<file path="config.mk">
export PLATFORM = sky130hd
export DESIGN_NAME = uart_tx_arbiter
export DESIGN_NICKNAME = d
export VERILOG_FILES = /design/src/rtl/uart_pkg.sv /design/src/rtl/uart_arb_pick.sv /design/src/rtl/uart_tx_arbiter.sv
export SDC_FILE = /design/constraint.sdc
export NUM_CORES = 1
export LEC_CHECK = 0
export ABC_AREA = 0
export CAP_MARGIN = 0
export CORE_ASPECT_RATIO = 1.25
export CORE_MARGIN = 2
export CORE_UTILIZATION = 40
export CTS_BUF_LIST = sky130_fd_sc_hd__clkbuf_8 sky130_fd_sc_hd__clkbuf_16
export DETAILED_ROUTE_END_ITERATION = 16
export GPL_TIMING_DRIVEN = 0
export HOLD_SLACK_MARGIN = 0.1
export PLACE_DENSITY = 0.66
export REMOVE_ABC_BUFFERS = 1
export SYNTH_ARGS = -nofsm -noshare
export SYNTH_HDL_FRONTEND = slang
export SYNTH_HIERARCHICAL = 1
export SYNTH_SLANG_ARGS = --single-unit
export TNS_END_PERCENT = 20
</file>
<file path="constraint.sdc">
create_clock -name sys_clk -period 2.7 [get_ports sys_clk]
set_input_delay 0.675 -clock sys_clk [delete_from_list [all_inputs] [get_ports sys_clk]]
set_output_delay 0.675 -clock sys_clk [all_outputs]
set_load 0.02 [all_outputs]
</file>
<file path="src/rtl/uart_pkg.sv">
// uart_pkg -- constants shared by uart_rx, uart_tx and uart_tx_arbiter.
//
// Contents:
//   DEF_CLK_FREQ, DEF_UART_BPS : default system clock and baud rate
//   UART_FRAME_BITS            : start + 8 data + stop
//   arb_state_t                : arbiter FSM encoding (IDLE=0, WAIT=1)
//   baud_cnt_max()             : clocks per bit. Every UART block derives
//                                its bit timing from this one function, so
//                                they all agree on the same numbers.
package uart_pkg;

  localparam int DEF_CLK_FREQ    = 50_000_000;
  localparam int DEF_UART_BPS    = 9600;
  localparam int UART_FRAME_BITS = 10;

  typedef enum logic {
    IDLE = 1'b0,
    WAIT = 1'b1
  } arb_state_t;

  function automatic int baud_cnt_max(input int clk_freq, input int uart_bps);
    return clk_freq / uart_bps;
  endfunction

endpackage

</file>
<file path="src/rtl/uart_arb_pick.sv">
// uart_arb_pick -- combinational winner selector for uart_tx_arbiter.
//
// Ports:
//   req    [NUM_REQ]  active request vector
//   ptr    [ID_W]     index of the last granted requester
//   winner [ID_W]     selected requester (0 when valid is low)
//   valid             at least one request is active
//
// Build option UART_ARB_PRIORITY_EN:
//   defined   -> fixed priority. The lowest active index wins and ptr is ignored.
//   undefined -> round-robin. The search starts at ptr+1 and wraps modulo
//                NUM_REQ, so ptr itself is considered last.
module uart_arb_pick #(
  parameter int NUM_REQ = 4
) (
  input  logic [NUM_REQ-1:0]         req,
  input  logic [$clog2(NUM_REQ)-1:0] ptr,
  output logic [$clog2(NUM_REQ)-1:0] winner,
  output logic                       valid
);

  localparam int ID_W = $clog2(NUM_REQ);

  logic [ID_W-1:0] idx;

`ifdef UART_ARB_PRIORITY_EN
  logic unused_ptr;
  assign unused_ptr = ^ptr;

  // Scan from the top down so the lowest set index is the last to be written.
  always_comb begin
    winner = '0;
    valid  = 1'b0;
    idx    = '0;
    for (int i = NUM_REQ - 1; i >= 0; i--) begin
      idx = ID_W'(i);
      if (req[idx]) begin
        valid  = 1'b1;
        winner = idx;
      end
    end
  end
`else
  // Visit ptr+1, ptr+2, ..., ptr in order. The first active request found wins.
  always_comb begin
    winner = '0;
    valid  = 1'b0;
    idx    = '0;
    for (int i = 1; i <= NUM_REQ; i++) begin
      idx = ID_W'((int'(ptr) + i) % NUM_REQ);
      if (!valid && req[idx]) begin
        valid  = 1'b1;
        winner = idx;
      end
    end
  end
`endif

endmodule

</file>
<file path="src/rtl/uart_tx_arbiter.sv">
// uart_tx_arbiter -- shares one uart_tx between NUM_REQ byte sources.
//
// Ports:
//   sys_clk, sys_rst_n  clock and synchronous active-low reset
//   req      [NUM_REQ]    level request per requester
//   req_data [8*NUM_REQ]  byte of requester k on bits [8k+7:8k]
//   gnt      [NUM_REQ]    one-cycle pulse: that requester's byte was taken
//   pi_data  [8]          byte handed to uart_tx
//   pi_flag               one-cycle strobe to uart_tx, coincident with gnt
//   tx_busy               high from the grant cycle until back in IDLE
//   gnt_id   [ID_W]       index of the last granted requester
//
// Handshake: a requester holds req high with valid data until it sees its
// gnt bit. The byte is captured on the grant edge. From the following
// cycle the requester may change data or drop req. A request dropped
// before it is granted is never served.
//
// After each grant the arbiter spends FRAME_CYCLES clocks in WAIT. During
// that time it ignores req while uart_tx shifts the frame out.
//
// Build option UART_ARB_PRIORITY_EN (see uart_arb_pick): fixed-priority
// selection instead of round-robin.
module uart_tx_arbiter
  import uart_pkg::*;
#(
  parameter int NUM_REQ    = 4,
  parameter int CLK_FREQ   = DEF_CLK_FREQ,
  parameter int UART_BPS   = DEF_UART_BPS,
  parameter int FRAME_BITS = UART_FRAME_BITS,
  parameter int GAP_CYCLES = 0
) (
  input  logic                       sys_clk,
  input  logic                       sys_rst_n,
  input  logic [NUM_REQ-1:0]         req,
  input  logic [8*NUM_REQ-1:0]       req_data,
  output logic [NUM_REQ-1:0]         gnt,
  output logic [7:0]                 pi_data,
  output logic                       pi_flag,
  output logic                       tx_busy,
  output logic [$clog2(NUM_REQ)-1:0] gnt_id
);

  localparam int BAUD_CNT_MAX = baud_cnt_max(CLK_FREQ, UART_BPS);
  localparam int FRAME_CYCLES = BAUD_CNT_MAX * FRAME_BITS + GAP_CYCLES;
  localparam int CNT_W        = (FRAME_CYCLES > 1) ? $clog2(FRAME_CYCLES) : 1;
  localparam int ID_W         = $clog2(NUM_REQ);

  localparam logic [CNT_W-1:0] CNT_LAST = CNT_W'(FRAME_CYCLES - 1);
  // With the pointer on the top index, requester 0 is searched first after reset.
  localparam logic [ID_W-1:0]  ID_RESET = ID_W'(NUM_REQ - 1);

  arb_state_t       state, state_nxt;
  logic [CNT_W-1:0] frame_cnt, frame_cnt_nxt;
  logic [NUM_REQ-1:0] gnt_nxt;
  logic [7:0]       pi_data_nxt;
  logic             pi_flag_nxt;
  logic             tx_busy_nxt;
  logic [ID_W-1:0]  gnt_id_nxt;

  logic [ID_W-1:0]  pick_winner;
  logic             pick_valid;

  logic [7:0] req_bytes [NUM_REQ];

  for (genvar k = 0; k < NUM_REQ; k++) begin : g_bytes
    assign req_bytes[k] = req_data[8*k +: 8];
  end

  uart_arb_pick #(
    .NUM_REQ (NUM_REQ)
  ) u_pick (
    .req    (req),
    .ptr    (gnt_id),
    .winner (pick_winner),
    .valid  (pick_valid)
  );

  always_ff @(posedge sys_clk) begin
    if (!sys_rst_n) begin
      state     <= IDLE;
      frame_cnt <= '0;
      gnt       <= '0;
      pi_data   <= 8'h00;
      pi_flag   <= 1'b0;
      tx_busy   <= 1'b0;
      gnt_id    <= ID_RESET;
    end else begin
      state     <= state_nxt;
      frame_cnt <= frame_cnt_nxt;
      gnt       <= gnt_nxt;
      pi_data   <= pi_data_nxt;
      pi_flag   <= pi_flag_nxt;
      tx_busy   <= tx_busy_nxt;
      gnt_id    <= gnt_id_nxt;
    end
  end

  // Strobes default to 0, so gnt and pi_flag last exactly one cycle.
  // pi_data and gnt_id keep their values until the next grant.
  always_comb begin
    state_nxt     = state;
    frame_cnt_nxt = frame_cnt;
    gnt_nxt       = '0;
    pi_data_nxt   = pi_data;
    pi_flag_nxt   = 1'b0;
    tx_busy_nxt   = tx_busy;
    gnt_id_nxt    = gnt_id;

    case (state)
      IDLE: begin
        if (pick_valid) begin
          gnt_nxt[pick_winner] = 1'b1;
          pi_data_nxt          = req_bytes[pick_winner];
          pi_flag_nxt          = 1'b1;
          gnt_id_nxt           = pick_winner;
          tx_busy_nxt          = 1'b1;
          frame_cnt_nxt        = '0;
          state_nxt            = WAIT;
        end
      end
      WAIT: begin
        // The counter saturates at CNT_LAST rather than wrapping. It is
        // cleared again on the next grant.
        if (frame_cnt == CNT_LAST) begin
          state_nxt   = IDLE;
          tx_busy_nxt = 1'b0;
        end else begin
          frame_cnt_nxt = frame_cnt + 1'b1;
        end
      end
      default: begin
        state_nxt = IDLE;
      end
    endcase
  end

endmodule
</file>
# Yosys cells after proc, flatten, opt, wreduce, memory -nomap -nowiden
# Index checks and enable logic that the tools add are counted.
[classes]
addsub = 5
order_cmp = 7
n_eq_ne = 4
n_mux = 30
n_bitwise = 4
n_reduce_logical = 12
[ops]
columns = ["cell", "n"]
rows = [
  ["16-bit 2-to-1 mux", 2],
  ["16-bit case mux with 2 select lines", 1],
  ["16-bit by 1-bit adder with 16-bit output, second input constant", 1],
  ["8-bit binary-select mux with 2-bit select", 1],
  ["16-bit == test, second input constant", 1],
  ["8-bit 2-to-1 mux", 2],
  ["2-bit by 3-bit less-than comparator with 1-bit output, second input constant", 5],
  ["1-bit 2-to-1 mux", 13],
  ["1-bit binary-select mux with 2-bit select", 4],
  ["2-bit 2-to-1 mux", 4],
  ["2-bit AND reduction", 3],
  ["2-bit by 1-bit adder with 2-bit output, second input constant", 2],
  ["2-bit adder, second input constant", 2],
  ["1-bit logical AND", 4],
  ["2-bit inequality test, second input constant", 2],
  ["1-bit case mux with 2 select lines", 2],
  ["3-bit greater-or-equal comparator, second input constant", 1],
  ["1-bit logical NOT", 3],
  ["1-bit inverter", 3],
  ["2-bit inverter with 3-bit output", 1],
  ["3-bit OR reduction", 1],
  ["1-bit demux with 2-bit select", 1],
  ["2-bit by 1-bit greater-or-equal comparator with 1-bit output, second input constant", 1],
  ["2-bit by 1-bit inequality test with 1-bit output, second input constant", 1],
  ["2-bit OR reduction", 1],
]
[word_totals]
reg_bits = 33
in_bits = 38
out_inout_bits = 16
wordCells = 69

# Longest topological paths before layout
[logic_depth]
depth_word = 17
depth_mapped = 7
depth_no_buf = 6

# By module
# The synthesis kept the hierarchy.
[modules_own_cells]
columns = ["mod", "instances", "cells_per_inst", "area_per_inst_um2", "seq_area_each_um2"]
rows = [
  ["uart_tx_arbiter", 1, 176, 1675.4, 660.6],
  ["uart_arb_pick", 1, 14, 91.3, 0.0],
]

# Worst setup path after synthesis
# Ideal clock, no wire load.
[synth_path]
path_type = "input -> register"
startpoint = "in req[2]"
endpoint = "reg pi_data[2]"
setup_time_ns = 0.132
arrival_ns = 2.273
t_required_ns = 2.568
path_slack_ns = 0.295
stages = 7
path_buffers = 1
cell_sequence = "and2b_1 a21oi_2 o221ai_2 clkbuf_1 mux4_2 nand2_1 a21oi_1"
[synth_between]
elab_chain_cells = 16
elab_cells_between_ends = 27
classes_between = "mux (19); bitwise (1); reduce/logical (7)"
[synth_lines]
columns = ["item", "line_no", "text"]
rows = [
  ["start, declared", "uart_tx_arbiter.sv:34", "input logic [NUM_REQ-1:0] req,"],
  ["1-bit binary-select mux with 2-bit select", "uart_arb_pick.sv:51", "if (!valid && req[idx]) begin"],
  ["1-bit 2-to-1 mux (implied by the code)", "uart_arb_pick.sv:51", ""],
  ["1-bit 2-to-1 mux", "uart_arb_pick.sv:51", ""],
  ["1-bit logical NOT", "uart_arb_pick.sv:51", ""],
  ["1-bit logical AND", "uart_arb_pick.sv:51", ""],
  ["1-bit 2-to-1 mux", "uart_arb_pick.sv:51", ""],
  ["1-bit logical NOT", "uart_arb_pick.sv:51", ""],
  ["1-bit logical AND", "uart_arb_pick.sv:51", ""],
  ["1-bit 2-to-1 mux", "uart_arb_pick.sv:51", ""],
  ["1-bit logical NOT", "uart_arb_pick.sv:51", ""],
  ["1-bit logical AND", "uart_arb_pick.sv:51", ""],
  ["2-bit 2-to-1 mux *", "uart_arb_pick.sv:51", ""],
  ["named net pick_winner[0]", "uart_tx_arbiter.sv:60", "logic [ID_W-1:0] pick_winner;"],
  ["2-bit inverter with 3-bit output (implied by the code) *", "uart_tx_arbiter.sv:113", "pi_data_nxt = req_bytes[pick_winner];"],
  ["8-bit binary-select mux with 2-bit select *", "uart_tx_arbiter.sv:113", ""],
  ["8-bit 2-to-1 mux (implied by the code) * (2 in series)", "uart_tx_arbiter.sv:113", ""],
  ["end signal, assigned", "uart_tx_arbiter.sv:91", "pi_data <= pi_data_nxt;"],
  ["end, declared", "uart_tx_arbiter.sv:37", "output logic [7:0] pi_data,"],
]
# The timed path passes the listed nets; every way through them passes the cells marked *. The select of a mux whose other input is x is not followed.
# A chain may end at the register's enable or synchronous reset.

==> results.sh <==
export IMPL_status="complete, no violations"
export IMPL_cp_depth=4
export IMPL_drc=0
export IMPL_rsz0062_at_grt="false"
export IMPL_drive_gt1_share_pct=9.746
export IMPL_ff2ff_setup_slack_ns=0.26
export IMPL_grt_max_degree=26
export IMPL_crit_end="frame_cnt[10]"
export IMPL_cts_sinks=33
export IMPL_finalHoldViolCount=0
export IMPL_synthDistinctLibCells=44
export IMPL_drt_iter0_drc=135
export IMPL_nNetsFinal=274
export IMPL_post_drt_wl_per_cell_um=14.64
export IMPL_ys_async_sr_fraction_pct=0
export IMPL_path_max_fanout=20
export IMPL_place_hpwl_um=2961
export IMPL_yosysWarnings=6
export IMPL_synth_top_area_cell="dfxtp_1"
export IMPL_vias=1647
export IMPL_ant_nets=0
export IMPL_cp_start_kind="input port"
export IMPL_grt_pass1_vias=1587
export IMPL_areaGrowthSynthToFinish_pct=34.70
export IMPL_r2r_cells=4
export IMPL_holdWs_ns=0.4550
export IMPL_crit_arrival_ns=2.73
export IMPL_finalPower_mw=1.187
export IMPL_cts_buffers=5
export IMPL_crit_path_max_incr_delay_ns=0.84
export IMPL_power_density_nw_per_um2=498.9
export IMPL_p_leak_nw=0.8323
export IMPL_ys_flop_type="dfxtp_1"
export IMPL_r2r_end="frame_cnt[15]"
export IMPL_die_h_um=78.31
export IMPL_cts_tree="built"
export IMPL_finalCritPeriodShare_pct=92.64
export IMPL_hold_path_class="flop to flop"
export IMPL_dieArea_um2=4968
export IMPL_synth_seq_area_share_pct=37.39
export IMPL_ir_drop_uv=284.8
export IMPL_antenna_found_initial=0
export IMPL_ys_ff_latch=33
export IMPL_avgViaCountPerCell=5.602
export IMPL_fin_worst_skew_ns=0.002374
export IMPL_slew_limit_headroom_pct=32.54
export IMPL_clockBufferDepth=2
export IMPL_postSynthCellCount=190
export IMPL_insertion_delay_ns=0.29
export IMPL_synthMostInstantiatedCell="dfxtp_1"
export IMPL_place_gp_congestion=0.8006
export IMPL_critPathCaptureType="flop"
export IMPL_cts_max_level=2
export IMPL_timing_critical_path_buf_inv=2
export IMPL_ys_top_cells_by_count="dfxtp_1, nand2_1, a21oi_1"
export IMPL_avgSynthCellArea_um2=9.298
export IMPL_grt_pass1_wl_um=7396
export IMPL_n_antenna_cell=0
export IMPL_drtPass1Iterations=4
export IMPL_synth_edf_count=0
export IMPL_start_util_pct=40.86
export IMPL_grt_usage_pct=18.86
export IMPL_max_cap_violations=0
export IMPL_crit_required_ns=2.93
export IMPL_path_clk_slew_ns=0.07
export IMPL_setup_viol=0
export IMPL_grt_overflow_total=0
export IMPL_fp_dieW_um=63.44
export IMPL_path_cells="clkdlybuf4s50_1 > inv_1 > or4_1 > nand3_1"
export IMPL_reg2reg_from="frame_cnt[10]"
export IMPL_cts_root_buf="clkbuf_8"
export IMPL_cp_slowest_cell="clkdlybuf4s50_1"
export IMPL_drv_slew=0
export IMPL_ys_top_cells_by_area="dfxtp_1, mux4_2, nand2_1, a21oi_1, nand3_1"
export IMPL_fmax_mhz=399.8
export IMPL_core_um2=4324
export IMPL_cp_top_family="buffers and inverters"
export IMPL_syn_area_um2=1767
export IMPL_ios=54
export IMPL_fp_row_count=27
export IMPL_fin_crit_ns=2.501
export IMPL_cp_startpoint="sys_rst_n"
export IMPL_post_route_util_pct=55.03
export IMPL_worstSetupPathType="input port to flop"
export IMPL_port_buffers=53
export IMPL_synth_top_area_share_pct=37.39
export IMPL_wl_um=4303
export IMPL_worst_slew_pin_slew_ns=1.009
-- flip-flops by register name, indices dropped and copies added, names as in the netlist --
name,cells
frame_cnt,16
gnt,4
gnt_id,2
pi_data,8
pi_flag,1
state,1
tx_busy,1
-- final cells by class --
cell class	instances	area, µm²
timing repair buffer	53	530.5
inverter	3	11.26
clock inverter	3	13.76
sequential	33	660.6
multi-input combinational	139	1022
fill	417	1944
clock buffer	5	68.82
tap	58	72.57
-- through the flow --
step / instance area (µm²) / TNS (ns) / worst slack [ns] / cells
2_1_floorplan: 1679 / 0 / 0.3948 / 175
3_3_place_gp: 2282 / -2.737 / -0.3273 / 286
3_5_place_dp: 2282 / -2.682 / -0.3267 / 286
4_1_cts: 2380 / 0 / 0.1997 / 294
5_1_grt: 2380 / 0 / 0.05382 / 294
6_report: 2380 / 0 / 0.1987 / 294
-- power by group --
group          total, mW  internal [mW]  switching (mW)
Clock              0.361          0.175           0.186
Sequential         0.537          0.515          0.0218
Combinational      0.290          0.156           0.134
Total               1.19          0.846           0.342
-- cells in the final DEF, fill, tap and decap left out, types with 2 or more instances in the layout --
| master | n |
|---|---|
| a21oi_1 | 15 |
| a21oi_2 | 2 |
| a31oi_1 | 2 |
| and3_1 | 5 |
| clkbuf_8 | 5 |
| clkdlybuf4s50_1 | 53 |
| clkinv_2 | 2 |
| dfxtp_1 | 33 |
| inv_1 | 4 |
| mux2i_1 | 4 |
| mux4_2 | 8 |
| nand2_1 | 26 |
| nand2b_1 | 6 |
| nand3_1 | 14 |
| nand4_1 | 8 |
| nand4b_1 | 2 |
| nor2_1 | 2 |
| nor3_1 | 5 |
| nor3b_1 | 2 |
| o2111ai_1 | 3 |
| o211ai_1 | 3 |
| o21a_1 | 2 |
| o31ai_1 | 2 |
| o41ai_1 | 2 |
| or3_1 | 3 |
| or3b_2 | 2 |
| or4_1 | 4 |
-- tightest hold or removal path, cell delays in order (launching register included) --
cell,delay [ns]
dfxtp_1,0.31
nand2_1,0.05
a21oi_1,0.05
-- what timing repair did --
item / 4_1_cts / 5_1_grt
setup buffers: 0 / 0
gates resized for setup: 2 / 0
endpoints found under the setup margin: 8 / 0
hold buffers: 0 / 0
-- kinds of logic (layout without fill, tap and decap cells) --
kind of cell             Yosys count  count (layout)  synth area share, %
AND/OR/NAND/NOR                   88              88                27.83
adder cells (fa/ha/maj)            1               1               0.7081
multiplexers                      12              12                12.46
buffers and inverters             18              64                5.595
AO/OA/AOI/OAI                     38              38                16.01
flip-flops                        33              33                37.39
-- metal layers --
| layer | share of wire [%] | global-route usage [%] | up-vias |
|---|---|---|---|
| met2 | 47 | 29.68 | 57 |
| li1 | - | - | 808 |
| met3 | 8.0 | 7.593 | 10 |
| met4 | 2.3 | 8.478 | 0 |
| met1 | 43 | 22.47 | 772 |
| met5 | 0 | 0 | - |
-- worst min-delay path by stage --
stage	start	endpoint	slack [ns]	cells past startpoint
after floorplan	frame_cnt[1]	frame_cnt[1]	0.47	2
after global placement	pi_data[5]	pi_data[5]	0.44	2
after detailed placement	pi_data[1]	pi_data[1]	0.45	2
after CTS	pi_data[1]	pi_data[1]	0.46	2
after global routing	pi_data[6]	pi_data[6]	0.48	2
final	pi_data[0]	pi_data[0]	0.46	2
Power figures use the tool's default switching activity.
